===== config.mk =====
export PLATFORM = sky130hd
export DESIGN_NAME = cnt8_dn
export DESIGN_NICKNAME = d
export VERILOG_FILES = /design/src/rtl/cnt8_dn.sv
export SDC_FILE = /design/constraint.sdc
export NUM_CORES = 1
export LEC_CHECK = 0
export ABC_AREA = 1
export CAP_MARGIN = 10
export CORE_MARGIN = 2
export CORE_UTILIZATION = 49
export DETAILED_ROUTE_END_ITERATION = 12
export PLACE_DENSITY_LB_ADDON = 0.2
export SYNTH_ARGS = -nofsm -noshare
export SYNTH_HDL_FRONTEND = slang
export SYNTH_SLANG_ARGS = --single-unit

===== constraint.sdc =====
create_clock -name clk -period 1.8 [get_ports clk]
set_input_delay 0.27 -clock clk [delete_from_list [all_inputs] [get_ports clk]]
set_output_delay 0.27 -clock clk [all_outputs]
set_load 0.02 [all_outputs]

===== src/rtl/cnt8_dn.sv =====
// rtl/cnt8_dn.sv - cascadable down counter with load, auto-reload and one-shot halt
//
// Ports:
//   clk  in        sole clock, rising edge
//   rst  in        asynchronous active-low reset
//   ld   in        synchronous load strobe (q and reload value <= d, state <= RUN)
//   d    in  [W]   load value
//   bi   in        borrow-in / count enable (cascade from previous stage's bo)
//   arl  in        auto-reload from the reload value at underflow
//   os   in        one-shot: halt at underflow (wins over arl)
//   bo   out       borrow-out, combinational
//   q    out [W]   current count, registered
//   hlt  out       high while halted, registered
module cnt8_dn #(
    parameter int W = 8
) (
    input  logic         clk,
    input  logic         rst,
    input  logic         ld,
    input  logic [W-1:0] d,
    input  logic         bi,
    input  logic         arl,
    input  logic         os,
    output logic         bo,
    output logic [W-1:0] q,
    output logic         hlt
);

    typedef enum logic {
        S_RUN  = 1'b0,
        S_HALT = 1'b1
    } state_t;

    state_t       r_state;
    logic [W-1:0] r_q;
    logic [W-1:0] r_rv;
    logic         r_hlt;
    logic         w_zero;

    assign w_zero = (r_q == '0);

    // Borrow-out deliberately ignores ld so a cascaded upper stage sees the
    // borrow of this cycle even when this stage is being reloaded.
    assign bo  = bi & w_zero & (r_state == S_RUN);
    assign q   = r_q;
    assign hlt = r_hlt;

    always_ff @(posedge clk or negedge rst) begin
        if (!rst) begin
            r_state <= S_RUN;
            r_q     <= '0;
            r_rv    <= '0;
            r_hlt   <= 1'b0;
        end else if (ld) begin
            r_state <= S_RUN;
            r_q     <= d;
            r_rv    <= d;
            r_hlt   <= 1'b0;
        end else if (r_state == S_RUN && bi) begin
            if (!w_zero) begin
                r_q <= r_q - 1'b1;
            end else if (os) begin
                // q is already zero; halting just freezes it there.
                r_state <= S_HALT;
                r_hlt   <= 1'b1;
            end else if (arl) begin
                r_q <= r_rv;
            end else begin
                r_q <= '1;
            end
        end
    end

endmodule


# ---- Word level (Yosys, flattened, before mapping)
# Cells that the tools add are included.
dict set report totals {
  elab_cells 24
  input_bits 14
  regBits 17
}
dict set report classes {
  n_addsub 1
  n_reduce_logical 7
  mux 9
  bitwise 3
  n_eq_ne 1
}
# cell count
set op_table {}
lappend op_table {{8-bit 2-to-1 mux} 5}
lappend op_table {{8-bit zero test} 1}
lappend op_table {{8-bit by 1-bit subtractor with 8-bit output, second input constant} 1}
lappend op_table {{2-bit nonzero test} 3}
lappend op_table {{1-bit 2-to-1 mux} 4}
lappend op_table {{3-bit inequality test, second input constant} 1}
lappend op_table {{3-bit AND reduction} 1}
lappend op_table {{1-bit bitwise AND} 2}
lappend op_table {{2-bit AND reduction} 1}
lappend op_table {{1-bit logical AND} 1}
lappend op_table {{1-bit NOT} 1}

# ---- Depth between registers and ports, before layout
# Gate-level depths: netlist of the first run.
dict set report logic_depth {
  depth_word 5
  ltp_mapped 12
}

# ---- Least setup slack after synthesis of the first run
# Ideal clock, no wire load.
dict set report synth_path {
  kind {register to output}
  start {register r_q[0], in the netlist q[0]}
  end {output bo}
  required_ps 1530
  path_stages_with_launch 8
  arrival_time_ps 1360
  setup_slack_ps 170
  path_cell_list {dfrtp_1 inv_1 ha_1 nand3_1 nor2_4 buf_6 inv_4 nor2_2}
}
dict set report synth_between {
  elab_chain_cells 3
}
# item line
set synth_rtl {}
lappend synth_rtl {{start: declaration} 35} ;# logic [W-1:0] r_q;
lappend synth_rtl {{start signal: assignment} 61} ;# r_q <= r_q - 1'b1;
lappend synth_rtl {{start signal: assignment} 67} ;# r_q <= r_rv;
lappend synth_rtl {{8-bit zero test} 40} ;# assign w_zero = (r_q == '0);
lappend synth_rtl {{1-bit bitwise AND (2 in series)} 44} ;# assign bo = bi & w_zero & (r_state == S_RUN);
lappend synth_rtl {{end: declaration} 24} ;# output logic bo,
# Every way passes these cells.

# ---- Worst setup path in the final report of the first run
# Same ends and word-level chain as after synthesis.

==> impl_metrics.tcl, run 1 <==
set metrics [dict create \
    post-synth-top-area-fraction 0.411 \
    setup.worst_path.class "reg -> out" \
    synth_top_area_cell "sky130_fd_sc_hd__dfrtp_1" \
    layout.filler_cells 162 \
    critical_path_peak_fanout 2 \
    worstSetupEndpointType "output port" \
    syn-mean-instance-area_um2 7.10 \
    seqPwrFrac 0.396 \
    ys_seq_area_frac 0.411 \
    dr.max_layer_used "met4" \
    drt-met1-wl_um 1240 \
    num_antenna_cells 0 \
    drive_above_1_share 0.174 \
    setup_repair_after_global_routing_missed_its_margin "false" \
    timing.critical_path.from_type "flip-flop" \
    met2_length_um 1260 \
    die_w_um 50.0 \
    switchingPower_mw 0.409 \
    worst-path-buf-inv 3 \
    setup_viol 0 \
    io_pins 24 \
    worst-endpoint-arrival_ps 1440 \
    clock_skew_ps 1.74 \
    post-layout-total-power_mw 1.14 \
    replace_congestion 0.840 \
    drt-wirelength-per-cell_um 12.3 \
    route.antenna.remaining_nets 0 \
    design.final.nets 201 \
    cap_viol_max_count 0 \
    post-route-cell-area_mm2 0.00142 \
    core_area_mm2 0.00198 \
    number_of_antenna_violations_at_the_first_check_in_global_routing 0 \
    critical-path-max-stage-delay_ps 390 \
    crit_chain "inv_1, ha_1, nand3_2, nor2_4, inv_4, nor2_2, buf_6" \
    asr_flop_ratio_synth 1.00 \
    initial_core_util 0.523 \
    clkSlewWorstSetupHoldPaths_ps 110 \
    final_period_minus_worst_setup_slack_ps 1710 \
    r2r_end "q[7]" \
    status "finished clean" \
    worst_ep_required_time_ps 1530 \
    ff_latch_count_synth 17 \
    clockPowerShare 0.198 \
    postSynthNetCount 162 \
    cts_htree_levels 1 \
    synth_common_cells "sky130_fd_sc_hd__nand2_1 (50), sky130_fd_sc_hd__dfrtp_1 (17), sky130_fd_sc_hd__nand3_1 (15)" \
    synthTopCellsByArea "sky130_fd_sc_hd__dfrtp_1 (41%), sky130_fd_sc_hd__nand2_1 (18%), sky130_fd_sc_hd__nand3_1 (7.2%)" \
    route.detailed.vias_per_inst 5.02 \
    place.port_buffers 23 \
    reg2reg_setup_slack_ps 160 \
    cell_internal_pwr_mw 0.730 \
    crit_cells 7 \
    worst_path_max_delay_cell "sky130_fd_sc_hd__dfrtp_1" \
    grt_remaining_overflow 0 \
    cts_inserted_buffers 3 \
    post_cts_hold_buffer_count 0 \
    critical-path-top-delay-family "flip-flops" \
    pwr_density_cell_mw_per_mm2 804 \
    switching_share 0.359 \
    vert_die_dim_um 50.0 \
    worst_slew_slack_as_a_fraction_of_its_limit 0.842 \
    drtPass1Iterations 4 \
    power.share.combinational 0.405 \
    reg2reg_depth 10 \
    finalMaxSlewViolations 0 \
    ctsRootBufferMaster "sky130_fd_sc_hd__clkbuf_4" \
    first_global_vias 1043 \
    final-hold-violation-count 0 \
    post-synth-top-count-cell "sky130_fd_sc_hd__nand2_1" \
    route.vias.total 1059 \
    synth_cell_type_count 22 \
    die_area_mm2 0.00250 \
    syn_inst_count 146 \
    clock_tree.buffer_depth 2 \
    drt-total-wl_um 2600 \
    gr-usage-all-layers 0.234 \
    worstSkewPairLatency_ps 300 \
    r2r-start "q[0]" \
    dpl_cell_area_mm2 0.00138 \
    yosys_warnings 0 \
    synth_edf_count 0 \
    dominantRegCellSynth "sky130_fd_sc_hd__dfrtp_1" \
    grt_max_degree 18 \
    numClockSinks 17 \
    min_period_over_period 0.951 \
    placement_rows 16 \
    hold_class "in -> async" \
    place.detailed.hpwl_um 1940 \
    drc 0 \
    detailroute.wirelength.met3_um 77 \
    synth_to_final_area_change_pct 36.7 \
    synth.cell_area_mm2 0.00104 \
    grt_first_pass_wirelength_um 4470 \
    cts_tree "yes" \
    vdd.ir_drop.worst_v 0.000597 \
    fmaxAchievable_mhz 584 \
    cellLeakagePower_nw 0.720 \
    detail_route.iter0.violations 29 \
    tightest_slew_ps 236 \
]
per-stage QoR:
step / utilization / setup slack (ps) / hold WS, ps / cells / setup TNS, ps
6_report: 0.715 / 88.8 / 283 / 211 / 0
5_1_grt: 0.715 / 14.2 / 311 / 211 / 0
4_1_cts: 0.709 / 30.8 / 296 / 211 / 0
3_5_place_dp: 0.698 / -118 / 458 / 207 / -118
3_3_place_gp: 0.698 / -91.0 / 457 / 207 / -91.0
2_1_floorplan: - / 170 / -25.6 / 146 / 0
placed cells by master (no fill, tap or decap), drive strengths merged:
master and instances:
nand2 52, nor2 13, clkbuf 4, dfrtp 17, buf 17, o21ai 11
xnor2 2, o21a 1, ha 2, clkdlybuf4s50 22, nand3 16, inv 18
a21oi 8, o211ai 1
cells by family (layout without fill, tap and decap cells):
kind of cell	count (synthesis)	after routing	share of synthesized area
xor+xnor	2	2	0.0169
fa+ha+maj	2	2	0.0242
flops	17	17	0.411
compound gates	21	21	0.106
buf+inv	23	61	0.103
simple gates	81	81	0.339
sequential cells by signal, indices dropped and copies added (netlist names):
signal,flops
hlt,1
q,8
r_rv,8
power by group through the flow:
stage	Sequential [mW]	Combinational (mW)	Clock [mW]
3_3_place_gp	0.458	0.441	0
5_1_grt	0.456	0.509	0.240
2_1_floorplan	0.512	0.191	0
6_report	0.451	0.461	0.225
3_5_place_dp	0.459	0.456	0
4_1_cts	0.451	0.458	0.225
cell type report:
type	count	area, um2	area share
inverter	18	70.1	0.0495
multi-input combinational	106	509	0.360
sequential	17	425	0.300
timing repair buffer	39	352	0.248
clock buffer	4	26.3	0.0186
tap	27	33.8	0.0239
layer usage:
metal | vias up | GRT usage
met1 | 492 | 0.298
met5 | - | 0
met4 | 0 | 0.102
met3 | 2 | 0.0455
li1 | 538 | -
met2 | 27 | 0.382
worst max path at each step:
stage                     from  to  slack [ps]
final                     q[0]  bo          90
after global routing      q[1]  bo          10
after CTS                 q[0]  bo          30
after detailed placement    bi  bo        -120
after global placement      bi  bo         -90
after floorplan           q[0]  bo         170
repair_timing:
item / CTS / global route
resized for setup: 4 / 3
cloned: 0 / 0
endpoints found under the setup margin: 1 / 1
pin swaps: 0 / 1
setup buffers: 0 / 0
Power figures use the tool's default switching activity.
==> inputs of run 2 (changes only) <==
REMOVE_ABC_BUFFERS = 1   (was not set)
==> run 2 against run 1 <==
- maximum frequency grew 2.6%
- power fell by 2.1%
- worst hold slack improved by 21 ps
- worst setup slack improved by 43 ps
- global-route usage is 0.29 points higher
- critical path depth is the same
- clock power shrank 8%
- combinational power decreased by 2%
- flip-flop and latch count stayed put
- sequential power hardly changed
- critical endpoint unchanged
==> impl_metrics.tcl, run 2 (synthesized netlist as in run 1, its figures left out) <==
set metrics [dict create \
    worst_ep_required_time_ps 1530 \
    cts_inserted_buffers 3 \
    grt_max_degree 18 \
    status "finished clean" \
    hold_class "in -> async" \
    worstSetupEndpointType "output port" \
    initial_core_util 0.523 \
    grt_first_pass_wirelength_um 4580 \
    worst_path_max_delay_cell "sky130_fd_sc_hd__dfrtp_1" \
    dpl_cell_area_mm2 0.00138 \
    critical_path_peak_fanout 2 \
    setup_repair_after_global_routing_missed_its_margin "false" \
    numClockSinks 17 \
    ctsRootBufferMaster "sky130_fd_sc_hd__clkbuf_4" \
    route.detailed.vias_per_inst 4.89 \
    final-hold-violation-count 0 \
    cts_htree_levels 1 \
    cts_tree "yes" \
    gr-usage-all-layers 0.237 \
    drt-wirelength-per-cell_um 12.0 \
    tightest_slew_ps 225 \
    worst-endpoint-arrival_ps 1400 \
    post-route-cell-area_mm2 0.00142 \
    pwr_density_cell_mw_per_mm2 784 \
    fmaxAchievable_mhz 600 \
    cap_viol_max_count 0 \
    drive_above_1_share 0.174 \
    detail_route.iter0.violations 14 \
    placement_rows 16 \
    post-layout-total-power_mw 1.11 \
    setup.worst_path.class "reg -> out" \
    route.vias.total 1031 \
    drc 0 \
    core_area_mm2 0.00198 \
    num_antenna_cells 0 \
    route.antenna.remaining_nets 0 \
    hold-worst-slack_ps 304 \
    synth_to_final_area_change_pct 37.2 \
    number_of_antenna_violations_at_the_first_check_in_global_routing 0 \
    design.final.nets 201 \
    die_area_mm2 0.00250 \
    post_cts_hold_buffer_count 0 \
    crit_chain "inv_1, ha_1, nand3_2, nor2_4, inv_4, nor2_4, buf_6" \
    io_pins 24 \
    place.port_buffers 23 \
    final_cell_mix "sky130_fd_sc_hd__nand2_1 (50), sky130_fd_sc_hd__clkdlybuf4s50_1 (22), sky130_fd_sc_hd__dfrtp_1 (17)" \
    die_w_um 50.0 \
    replace_congestion 0.872 \
    post-cts-setup-buffer-count 0 \
    min_period_over_period 0.927 \
    drtPass1Iterations 4 \
    layout.cells.most_common "sky130_fd_sc_hd__nand2_1" \
    clkSlewWorstSetupHoldPaths_ps 100 \
    critical-path-top-cell-by-count "sky130_fd_sc_hd__nor2_4" \
    vdd.ir_drop.worst_v 0.000645 \
    drt-total-wl_um 2530 \
    vert_die_dim_um 50.0 \
    critical-path-max-stage-delay_ps 390 \
    first_global_vias 1028 \
    clock_skew_ps 0.995 \
    worst_slew_slack_as_a_fraction_of_its_limit 0.849 \
    timing.critical_path.from_type "flip-flop" \
    setup_viol 0 \
    grt_remaining_overflow 0 \
    place.detailed.hpwl_um 1920 \
    finalMaxSlewViolations 0 \
    worstSkewPairLatency_ps 280 \
    cellLeakagePower_nw 0.720 \
    clock_tree.buffer_depth 2 \
    final_period_minus_worst_setup_slack_ps 1670 \
]
==> run 2: repair_timing <==
| action | 4_1_cts | 5_1_grt |
|---|---|---|
| cloned | 0 | 0 |
| pin swaps | 0 | 1 |
| setup endpoints to repair | 1 | 8 |
| gates resized for setup | 4 | 4 |
==> run 2: per-layer routing <==
| metal | GRT usage | wire length [um] |
|---|---|---|
| met1 | 0.334 | 1170 |
| met2 | 0.390 | 1240 |
| met3 | 0.00909 | 93 |
| met4 | 0.0741 | 27 |
| met5 | 0 | 0 |
==> run 2: where the power goes <==
part           leakage (nW)  internal [mW]  switching [mW]  total, mW
sequential            0.206          0.428          0.0264      0.454
clock                0.0150         0.0860           0.120      0.206
combinational         0.499          0.215           0.239      0.454
==> run 2: worst paths after layout <==
path,slack (ps),cells past startpoint,start,end
worst min register to register,500,2,r_rv[7],r_rv[7]
min in group clk,500,2,r_rv[7],r_rv[7]
worst max-delay path,130,7,q[0],bo
worst max register to register,140,9,q[0],q[2]
max in group asynchronous,1310,2,rst,q[7]
worst min-delay path,300,2,rst,q[3]
==> run 2: worst max-delay path: cells and delay by family, from the launching register on <==
| family | cells | cell delay, ps |
|---|---|---|
| adders and majority gates | 1 | 160 |
| DFF | 1 | 390 |
| and+or+nand+nor | 3 | 320 |
| buffers and inverters | 3 | 250 |
==> run 2: cell type report <==
| type | instances | area (um2) |
|---|---|---|
| clock buffer | 4 | 26.3 |
| inverter | 18 | 70.1 |
| multi-input combinational | 106 | 514 |
| sequential | 17 | 425 |
| timing repair buffer | 39 | 352 |
| tap | 27 | 33.8 |
| fill | 170 | 561 |
==> run 2: per-stage QoR <==
step                setup slack (ps)  TNS [ps]  cells  utilization
finish                           132         0    211        0.717
CTS                             38.5         0    211        0.709
detailed placement             -97.0     -97.0    207        0.698
global route                    9.33         0    211        0.717
global placement               -90.9     -90.9    207        0.698
floorplan                        163         0    141            -
==> inputs of run 3 (changes only) <==
CORE_UTILIZATION = 40   (was 49)
==> run 3 against run 2 <==
- critical endpoint is now q[0]
- clock-buffer cell count is 1 lower
- via count is 3.2% higher
- combinational power hardly changed
- critical path depth is 4 lower
- largest cell class unchanged
- worst hold slack worse by 18 ps
- largest power group is now combinational logic
==> impl_metrics.tcl, run 3 (synthesized netlist as in run 1, its figures left out) <==
set metrics [dict create \
    status "finished clean" \
    core_area_mm2 0.00245 \
    route.vias.total 1064 \
    design.final.nets 201 \
    numClockSinks 17 \
    timing.critical_path.from_type "flip-flop" \
    initial_core_util 0.422 \
    critical_path.endpoint "q[0]" \
    finalMaxSlewViolations 0 \
    worst_ep_required_time_ps 1530 \
    ff_latch_area_um2 425 \
    die_area_mm2 0.00301 \
    cts_inserted_buffers 3 \
    layout.cells.most_common "sky130_fd_sc_hd__nand2_1" \
    worstSetupEndpointType "output port" \
    cap_viol_max_count 0 \
    grt_max_degree 18 \
    setup_viol 0 \
    vert_die_dim_um 54.9 \
    preCtsSetupSlack_ps -143 \
    route.detailed.vias_per_inst 4.97 \
    clkSlewWorstSetupHoldPaths_ps 120 \
    critical_path_peak_fanout 2 \
    drt-total-wl_um 2540 \
    setup.worst_path.class "reg -> out" \
    cts_tree "yes" \
    place.port_buffers 23 \
    fmaxAchievable_mhz 577 \
    number_of_antenna_violations_at_the_first_check_in_global_routing 0 \
    replace_congestion 0.821 \
    reg2reg_depth 9 \
    grt_remaining_overflow 0 \
    r2r_end "q[2]" \
    clock_skew_ps 10.6 \
    drc 0 \
    first_global_vias 953 \
    detail_route.iter0.violations 28 \
    layout.filler_cells 243 \
    vdd.ir_drop.worst_v 0.000407 \
    r2r-start "q[0]" \
    critical_path.startpoint "q[0]" \
    grt_first_pass_wirelength_um 4220 \
    worst_setup_slack_after_layout_ps 68.1 \
    tightest_slew_ps 279 \
    worst_slew_slack_as_a_fraction_of_its_limit 0.813 \
    gr-usage-all-layers 0.197 \
    placement_rows 18 \
    synth_to_final_area_change_pct 37.2 \
    die_w_um 54.9 \
    final_period_minus_worst_setup_slack_ps 1730 \
    hold-worst-slack_ps 286 \
    drive_above_1_share 0.174 \
    drt-wirelength-per-cell_um 11.9 \
    hold_class "in -> async" \
    worst-endpoint-arrival_ps 1460 \
    drtPass1Iterations 6 \
    pwr_density_cell_mw_per_mm2 794 \
    multiInputGateArea_um2 509 \
    cts_htree_levels 1 \
    ctsRootBufferMaster "sky130_fd_sc_hd__clkbuf_4" \
    num_antenna_cells 0 \
    final-hold-violation-count 0 \
    io_pins 24 \
    min_period_over_period 0.962 \
    fin_tns_setup_ps 0 \
    place.detailed.hpwl_um 1900 \
    final_cell_mix "sky130_fd_sc_hd__nand2_1 (50), sky130_fd_sc_hd__clkdlybuf4s50_1 (22), sky130_fd_sc_hd__dfrtp_1 (17)" \
    route.antenna.remaining_nets 0 \
    reg2reg_setup_slack_ps 150 \
    clock_tree.buffer_depth 2 \
    cellLeakagePower_nw 0.722 \
    worstSkewPairLatency_ps 300 \
]
## run 3: worst min path at each step
stage	startpoint	to	slack [ps]	depth (start not counted)
floorplan	rst	hlt	-30	0
global placement	r_rv[6]	r_rv[6]	460	2
detailed placement	r_rv[5]	r_rv[5]	470	2
CTS	rst	r_rv[0]	300	2
global route	rst	q[7]	320	2
finish	rst	r_rv[0]	290	2
## run 3: repair_timing
| action | in CTS | in global routing |
|---|---|---|
| setup endpoints to repair | 1 | 5 |
| setup buffers | 0 | 1 |
| cloned | 0 | 0 |
| endpoints found under the hold margin | 0 | 0 |
| hold buffers | 0 | 0 |
| pin swaps | 0 | 1 |
| gates resized for setup | 4 | 3 |
## run 3: layout make-up
| cell class | instances | share of cell area |
|---|---|---|
| Multi-Input combinational cell | 106 | 0.358 |
| Clock buffer | 3 | 0.0158 |
| Timing Repair Buffer | 39 | 0.247 |
| Tap cell | 30 | 0.0264 |
| Sequential cell | 17 | 0.299 |
| Inverter | 18 | 0.0493 |
| Clock inverter | 1 | 0.00352 |
## run 3: report_power, final
part           internal, mW  switching [mW]
Sequential            0.428          0.0238
Combinational         0.217           0.239
Clock                0.0827           0.138
## run 3: metal layers
layer,track usage,up-vias,part of all wire
met1,0.269,499,0.47
met5,0,-,0
met3,0.0296,2,0.054
met4,0.0610,0,0.0055
li1,-,534,-
met2,0.321,29,0.47
## run 3: metrics by stage
stage	std cells	utilization	total power, mW	cell area [um2]
2_1_floorplan	141	-	0.694	1000
3_3_place_gp	209	0.562	0.902	1380
3_5_place_dp	209	0.562	0.911	1380
4_1_cts	213	0.571	1.13	1400
5_1_grt	214	0.579	1.20	1420
6_report	214	0.579	1.13	1420
## run 3: critical path, stage by stage, from the launching register on
cell	delay, ps
sky130_fd_sc_hd__dfrtp_1	390
sky130_fd_sc_hd__buf_4	130
sky130_fd_sc_hd__buf_4	120
sky130_fd_sc_hd__clkdlybuf4s50_1	520
